`src/rtl/accum_jk_drv.sv`:
```
// accum_jk_drv
// Excitation driver for a WIDTH-bit accumulator built from a bank of JK
// flip-flops. An operation (add, sub, clear, load) is accepted over a
// valid/ready handshake, the target value is computed from the fed-back Q
// vector, minimal J/K excitation is driven for exactly one cycle, and the
// read-back is checked one cycle later.
//
// Optional feature: define ACCUM_JK_SATURATE_EN to clamp add-with-carry to
// all-ones and sub-with-borrow to zero. Carry and ovf are still reported.
// Without the macro the result wraps modulo 2^WIDTH.
//
// Ports:
//   clk       system clock, all state updates on posedge
//   rst       synchronous active-high reset (does not touch the JK bank)
//   in_valid  operation request
//   in_ready  high in IDLE only
//   in_op     00 add, 01 sub, 10 clear, 11 load
//   in_data   operand (ignored for clear)
//   q_fb      Q outputs of the JK bank
//   jk_j      J inputs to the JK bank (non-zero only in APPLY)
//   jk_k      K inputs to the JK bank (non-zero only in APPLY)
//   sum       last computed target value
//   carry     carry (add) or borrow (sub) of the last op
//   ovf       sticky overflow, cleared by a clear op or reset
//   done      one-cycle completion pulse
//   err       pulses with done when the read-back differs from the target
module accum_jk_drv #(
  parameter int WIDTH = 4
) (
  input  logic             clk,
  input  logic             rst,
  input  logic             in_valid,
  output logic             in_ready,
  input  logic [1:0]       in_op,
  input  logic [WIDTH-1:0] in_data,
  input  logic [WIDTH-1:0] q_fb,
  output logic [WIDTH-1:0] jk_j,
  output logic [WIDTH-1:0] jk_k,
  output logic [WIDTH-1:0] sum,
  output logic             carry,
  output logic             ovf,
  output logic             done,
  output logic             err
);

  typedef enum logic [1:0] {
    IDLE  = 2'd0,
    CALC  = 2'd1,
    APPLY = 2'd2,
    CHECK = 2'd3
  } state_t;

  localparam logic [1:0] OP_ADD = 2'b00;
  localparam logic [1:0] OP_SUB = 2'b01;
  localparam logic [1:0] OP_CLR = 2'b10;

  state_t           state_q, state_d;
  logic [1:0]       op_q, op_d;
  logic [WIDTH-1:0] data_q, data_d;
  logic [WIDTH-1:0] sum_q, sum_d;
  logic             carry_q, carry_d;
  logic             ovf_q, ovf_d;
  logic [WIDTH-1:0] jk_j_q, jk_j_d;
  logic [WIDTH-1:0] jk_k_q, jk_k_d;

  logic [WIDTH:0]   add_w;
  logic [WIDTH:0]   sub_w;
  logic [WIDTH-1:0] t;
  logic             c;

`ifdef ACCUM_JK_SATURATE_EN
  // Replace the wrapped result by the rail value when the op over/underflowed.
  function automatic logic [WIDTH-1:0] saturate(input logic [WIDTH-1:0] wrapped,
                                                input logic             hit,
                                                input logic [WIDTH-1:0] rail);
    return hit ? rail : wrapped;
  endfunction
`endif

  // The extra top bit of the widened difference is the borrow (d > qs).
  assign add_w = {1'b0, q_fb} + {1'b0, data_q};
  assign sub_w = {1'b0, q_fb} - {1'b0, data_q};

  always_comb begin
    state_d = state_q;
    op_d    = op_q;
    data_d  = data_q;
    sum_d   = sum_q;
    carry_d = carry_q;
    ovf_d   = ovf_q;
    jk_j_d  = '0;
    jk_k_d  = '0;
    t       = '0;
    c       = 1'b0;

    unique case (state_q)
      IDLE: begin
        if (in_valid) begin
          op_d    = in_op;
          data_d  = in_data;
          state_d = CALC;
        end
      end
      CALC: begin
        unique case (op_q)
          OP_ADD: begin
            c = add_w[WIDTH];
`ifdef ACCUM_JK_SATURATE_EN
            t = saturate(add_w[WIDTH-1:0], c, '1);
`else
            t = add_w[WIDTH-1:0];
`endif
            ovf_d = ovf_q | c;
          end
          OP_SUB: begin
            c = sub_w[WIDTH];
`ifdef ACCUM_JK_SATURATE_EN
            t = saturate(sub_w[WIDTH-1:0], c, '0);
`else
            t = sub_w[WIDTH-1:0];
`endif
            ovf_d = ovf_q | c;
          end
          OP_CLR: begin
            t     = '0;
            ovf_d = 1'b0;
          end
          default: begin
            t = data_q;
          end
        endcase
        sum_d   = t;
        carry_d = c;
        // Minimal excitation: set bits going 0->1, reset bits going 1->0,
        // hold the rest. J and K are never both high.
        jk_j_d  = ~q_fb & t;
        jk_k_d  = q_fb & ~t;
        state_d = APPLY;
      end
      APPLY: begin
        state_d = CHECK;
      end
      default: begin
        state_d = IDLE;
      end
    endcase
  end

  always_ff @(posedge clk) begin
    if (rst) begin
      state_q <= IDLE;
      sum_q   <= '0;
      carry_q <= 1'b0;
      ovf_q   <= 1'b0;
      jk_j_q  <= '0;
      jk_k_q  <= '0;
    end else begin
      state_q <= state_d;
      sum_q   <= sum_d;
      carry_q <= carry_d;
      ovf_q   <= ovf_d;
      jk_j_q  <= jk_j_d;
      jk_k_q  <= jk_k_d;
    end
  end

  always_ff @(posedge clk) begin
    op_q   <= op_d;
    data_q <= data_d;
  end

  assign in_ready = (state_q == IDLE);
  assign jk_j     = jk_j_q;
  assign jk_k     = jk_k_q;
  assign sum      = sum_q;
  assign carry    = carry_q;
  assign ovf      = ovf_q;
  // The bank captured j/k at the end of APPLY, so q_fb in CHECK is the result.
  assign done     = (state_q == CHECK);
  assign err      = done && (q_fb != sum_q);

endmodule

```
`config.mk`:
```
export PLATFORM = sky130hd
export DESIGN_NAME = accum_jk_drv
export DESIGN_NICKNAME = d
export VERILOG_FILES = /design/src/rtl/accum_jk_drv.sv
export SDC_FILE = /design/constraint.sdc
export NUM_CORES = 1
export LEC_CHECK = 0
export CORE_MARGIN = 2
export CORE_UTILIZATION = 40
export CTS_CLUSTER_DIAMETER = 150
export DETAILED_ROUTE_END_ITERATION = 7
export DONT_BUFFER_PORTS = 1
export SLEW_MARGIN = 20
export SYNTH_ARGS = -nofsm -noshare
export SYNTH_HDL_FRONTEND = slang
export SYNTH_SLANG_ARGS = --single-unit
```
`constraint.sdc`:
```
create_clock -name clk -period 6.15 [get_ports clk]
set_clock_uncertainty 0.2 [all_clocks]
set_input_delay 1.23 -clock clk [delete_from_list [all_inputs] [get_ports clk]]
set_output_delay 1.23 -clock clk [all_outputs]
set_load 0.02 [all_outputs]
```
; Yosys cells after proc, flatten, opt, wreduce, memory -nomap -nowiden
; Cells that the tools add are included.
[op_classes]
addsub = 2
n_eq_ne = 7
muxes = 6
bitwise = 7
reduce_logical = 7
[ops]
columns = cell, n
row1 = 4-bit one-hot mux with 3 select lines, 1
row2 = 4-bit bitwise AND, 2
row3 = 4-bit NOT, 2
row4 = "2-bit equality test, second input constant", 3
row5 = 2-bit one-hot mux with 3 select lines, 1
row6 = 4-bit by 4-bit adder with 5-bit output, 1
row7 = 4-bit by 4-bit subtractor with 5-bit output, 1
row8 = "2-bit by 1-bit equality test with 1-bit output, second input constant", 2
row9 = 2-bit logical NOT, 2
row10 = 4-bit two-way mux, 1
row11 = 4-bit != test, 1
row12 = 2-bit AND reduction, 2
row13 = 1-bit one-hot mux with 3 select lines, 1
row14 = 3-bit nonzero test, 1
row15 = 2-bit two-way mux, 1
row16 = "2-bit != test, second input constant", 1
row17 = 1-bit OR, 2
row18 = 1-bit one-hot mux with 2 select lines, 1
row19 = 2-bit OR reduction, 1
row20 = 1-bit logical AND, 1
row21 = 1-bit NOT, 1
[totals]
ff_bits = 22
out_inout_bits = 17
elab_cells = 37

; Logic depth before layout (Yosys ltp)
[depth]
depth_word = 5
depth_mapped = 8

; Worst setup path before layout
; OpenSTA, ideal clock, no wires.
[synth_path]
path_type = input to output
start = input q_fb[2]
end = output err
t_arrival_ns = 1.866
required_time_ns = 4.720
setup_slack_ns = 2.854
stages = 2
cell_sequence = xor2_1 -> o41a_1
[synth_between]
elab_chain_cells = 2
[synth_rtl]
columns = item, line
row1 = "start, declared", 36  ; input logic [WIDTH-1:0] q_fb,
row2 = 4-bit != test, 180  ; assign err = done && (q_fb != sum_q);
row3 = 1-bit logical AND, 180
row4 = "end, declared", 43  ; output logic err
; No other way between the ends.

; Final worst setup path
; Same ends and word-level chain as after synthesis.

==> run metrics <==
post-CTS setup buffer count 0; Setup TNS 0 ns; gr ovfl total 0; RD Place Congestion 0.773; Max-Cap Viols 0; Cell Chain, Critical Path xor2_1 > o41a_1; combinational power share 37.5%; Synthesized Nets 145; Worst path max stage delay 0.54 ns; Ant. Diodes 0; Worst Path Arrival 1.89 ns; Int Pwr 306 µW; clock share of power 14.3%; htree depth 1; CTS max path bufs 2; CP required 4.72 ns; sequential element share of the synthesized area 42.1%; clock sink count 22; Levels on crit path 2; num rows 19; Layout Nets 145; HP Class reg2reg; final WL 2.02 mm; Worst slew margin 77.2%; Post-synth ARST share 0%; Area Growth Syn to Fin 3.90%; Synth Flop Type dfxtp_1; critical path peak fanout 5; Post-Syn Instances 118; status complete, no violations; Peak VDD IR 0.339 mV; # port buffers 0; CP delay by family, top compound AO/OA/AOI/OAI gates; DR pass1 iterations 4; dpl cells 144; Fill cells 266; Worst R2R Setup Slack 3.96 ns; number of enable flip-flop cells after synthesis 6; post-synth top area share 27.0%; Yosys top cell by area dfxtp_1; Die Span X 58.5 µm; hold path cells 2; DR vias 779; initial antenna violation count 0; Detail Route Antenna Nets 0; R2R Path Start data_q[0]$_DFFE_PP_; fin crit period 3.32 ns; final core occ 44.4%; Sw Ratio 40.9%; Hold WS 0.362 ns; flops & latches, synth 22; global-route wire length before repair 3.48 mm; share of layout cells above drive strength 1 6.84%; Setup crit start kind input pin; Synth cell types 30; vias in the first global route 764; Max Clk Rate 301 MHz; pwr dens 419 mW/mm²; final setup fails 0; crit end category output pin; Mapped Avg Cell Area 10.1 µm²; Worst-Skew Late Latency 0.29 ns; DRC 0; Post-Layout Cell Count 148; yosys warns 0; Max Slew Vio Count 0; Worst Tran Pin Value 0.341 ns; Die Ht 58.5 µm; reg2reg end sum[2]$_SDFFE_PP0P_; Net Switching 211 µW; Commonest cells post-synth 16 x dfxtp_1, 16 x nor2_1, 12 x ha_1, 10 x inv_1, 8 x a211oi_1; RSZ-0062 raised after global routing no; sequential share of power 48.2%; Hold Path Sink state_q[0]$_SDFFE_PP0P_; Hold Startpoint state_q[0]$_SDFFE_PP0P_; leakage 0.000506 µW; GRT Util Overall 13.4%; cts repair resizes 0; Reg clk slew, reported paths 0.10 ns; Final period util 54.0%; 1st-iter DRT viols 22; R2R cell count 6; Mapped Area 0.00119 mm²; path type of the worst setup path in2out; IO Count 30; Hold Buf Count CTS 0; Fin. Hold Viols 0; WL/cell 13.6 µm; core area 0.00278 mm²; synth top area cells dfxtp_1 27%, edfxtp_1 15%, ha_1 13%; via/cell ratio 5.26; largest net degree at the start of global routing 13; CTS tree built; Crit path buffers/inverters 0; Crit-path slowest cell o41a_1; root buffer cell clkbuf_4; DP HPWL 1.67 mm; Die ar. 0.00342 mm²; Initial Utilization 42.7%; Num CTS Buffers 3
## per-stage QoR
| stage | cell area, µm² | power [µW] | setup WS, ns |
|---|---|---|---|
| floorplan | 1190 | 414 | 2.85 |
| global placement | 1200 | 443 | 2.82 |
| detailed placement | 1200 | 448 | 2.83 |
| CTS | 1230 | 524 | 2.83 |
| global route | 1230 | 562 | 2.81 |
| finish | 1230 | 517 | 2.83 |
## worst max-delay path by stage
stage	start	end
after global placement	q_fb[2]	err
after floorplan	q_fb[2]	err
after CTS	q_fb[2]	err
after global routing	q_fb[2]	err
after detailed placement	q_fb[2]	err
final	q_fb[2]	err
## power groups by stage
stage                     Sequential, µW  Clock (µW)  Combinational [µW]
after floorplan                      237           0                 176
after global placement               253           0                 190
after detailed placement             253           0                 195
after CTS                            250        78.1                 196
after global routing                 256        84.6                 221
final                                249        73.9                 194
## layout by cell type (no fill, tap or decap), types with 6 or more instances in the layout
cell | Yosys | final
edfxtp_1 | 6 | 6
inv_1 | 10 | 10
nor3_1 | 6 | 6
ha_1 | 12 | 12
dfxtp_1 | 16 | 16
a211oi_1 | 8 | 8
nor2_1 | 16 | 16
xor2_1 | 6 | 6
## cell type report
cell class              instances  area (µm²)  area share (%)
clock buffers                   4        36.3            2.94
inverters                      10        37.5            3.04
multi-input cells              81         621            50.3
flip-flops and latches         22         500            40.6
well taps                      31        38.8            3.14
## layer usage
metal  GRT usage, %  share of wire (%)
met5              0                  0
met2           21.2                 47
met4           1.99               0.45
met1           17.6                 45
met3           5.27                7.7
## cell families after synthesis
group	Yosys count	share of synthesized area, %
AND/OR/NAND/NOR	38	16.9
buffers and inverters	15	5.59
multiplexers	1	0.843
AO/OA/AOI/OAI	20	12.6
XOR/XNOR	8	5.90
flip-flops	22	42.1
adder cells (fa/ha/maj)	14	16.0
## registers in the layout, summed over array words and instances (netlist names)
name and count:
ovf 1, op_q 2, data_q 4, state_q 2, carry 1, jk_k 4, jk_j 4, sum 4
No activity file was read; power rests on OpenSTA's default activity.
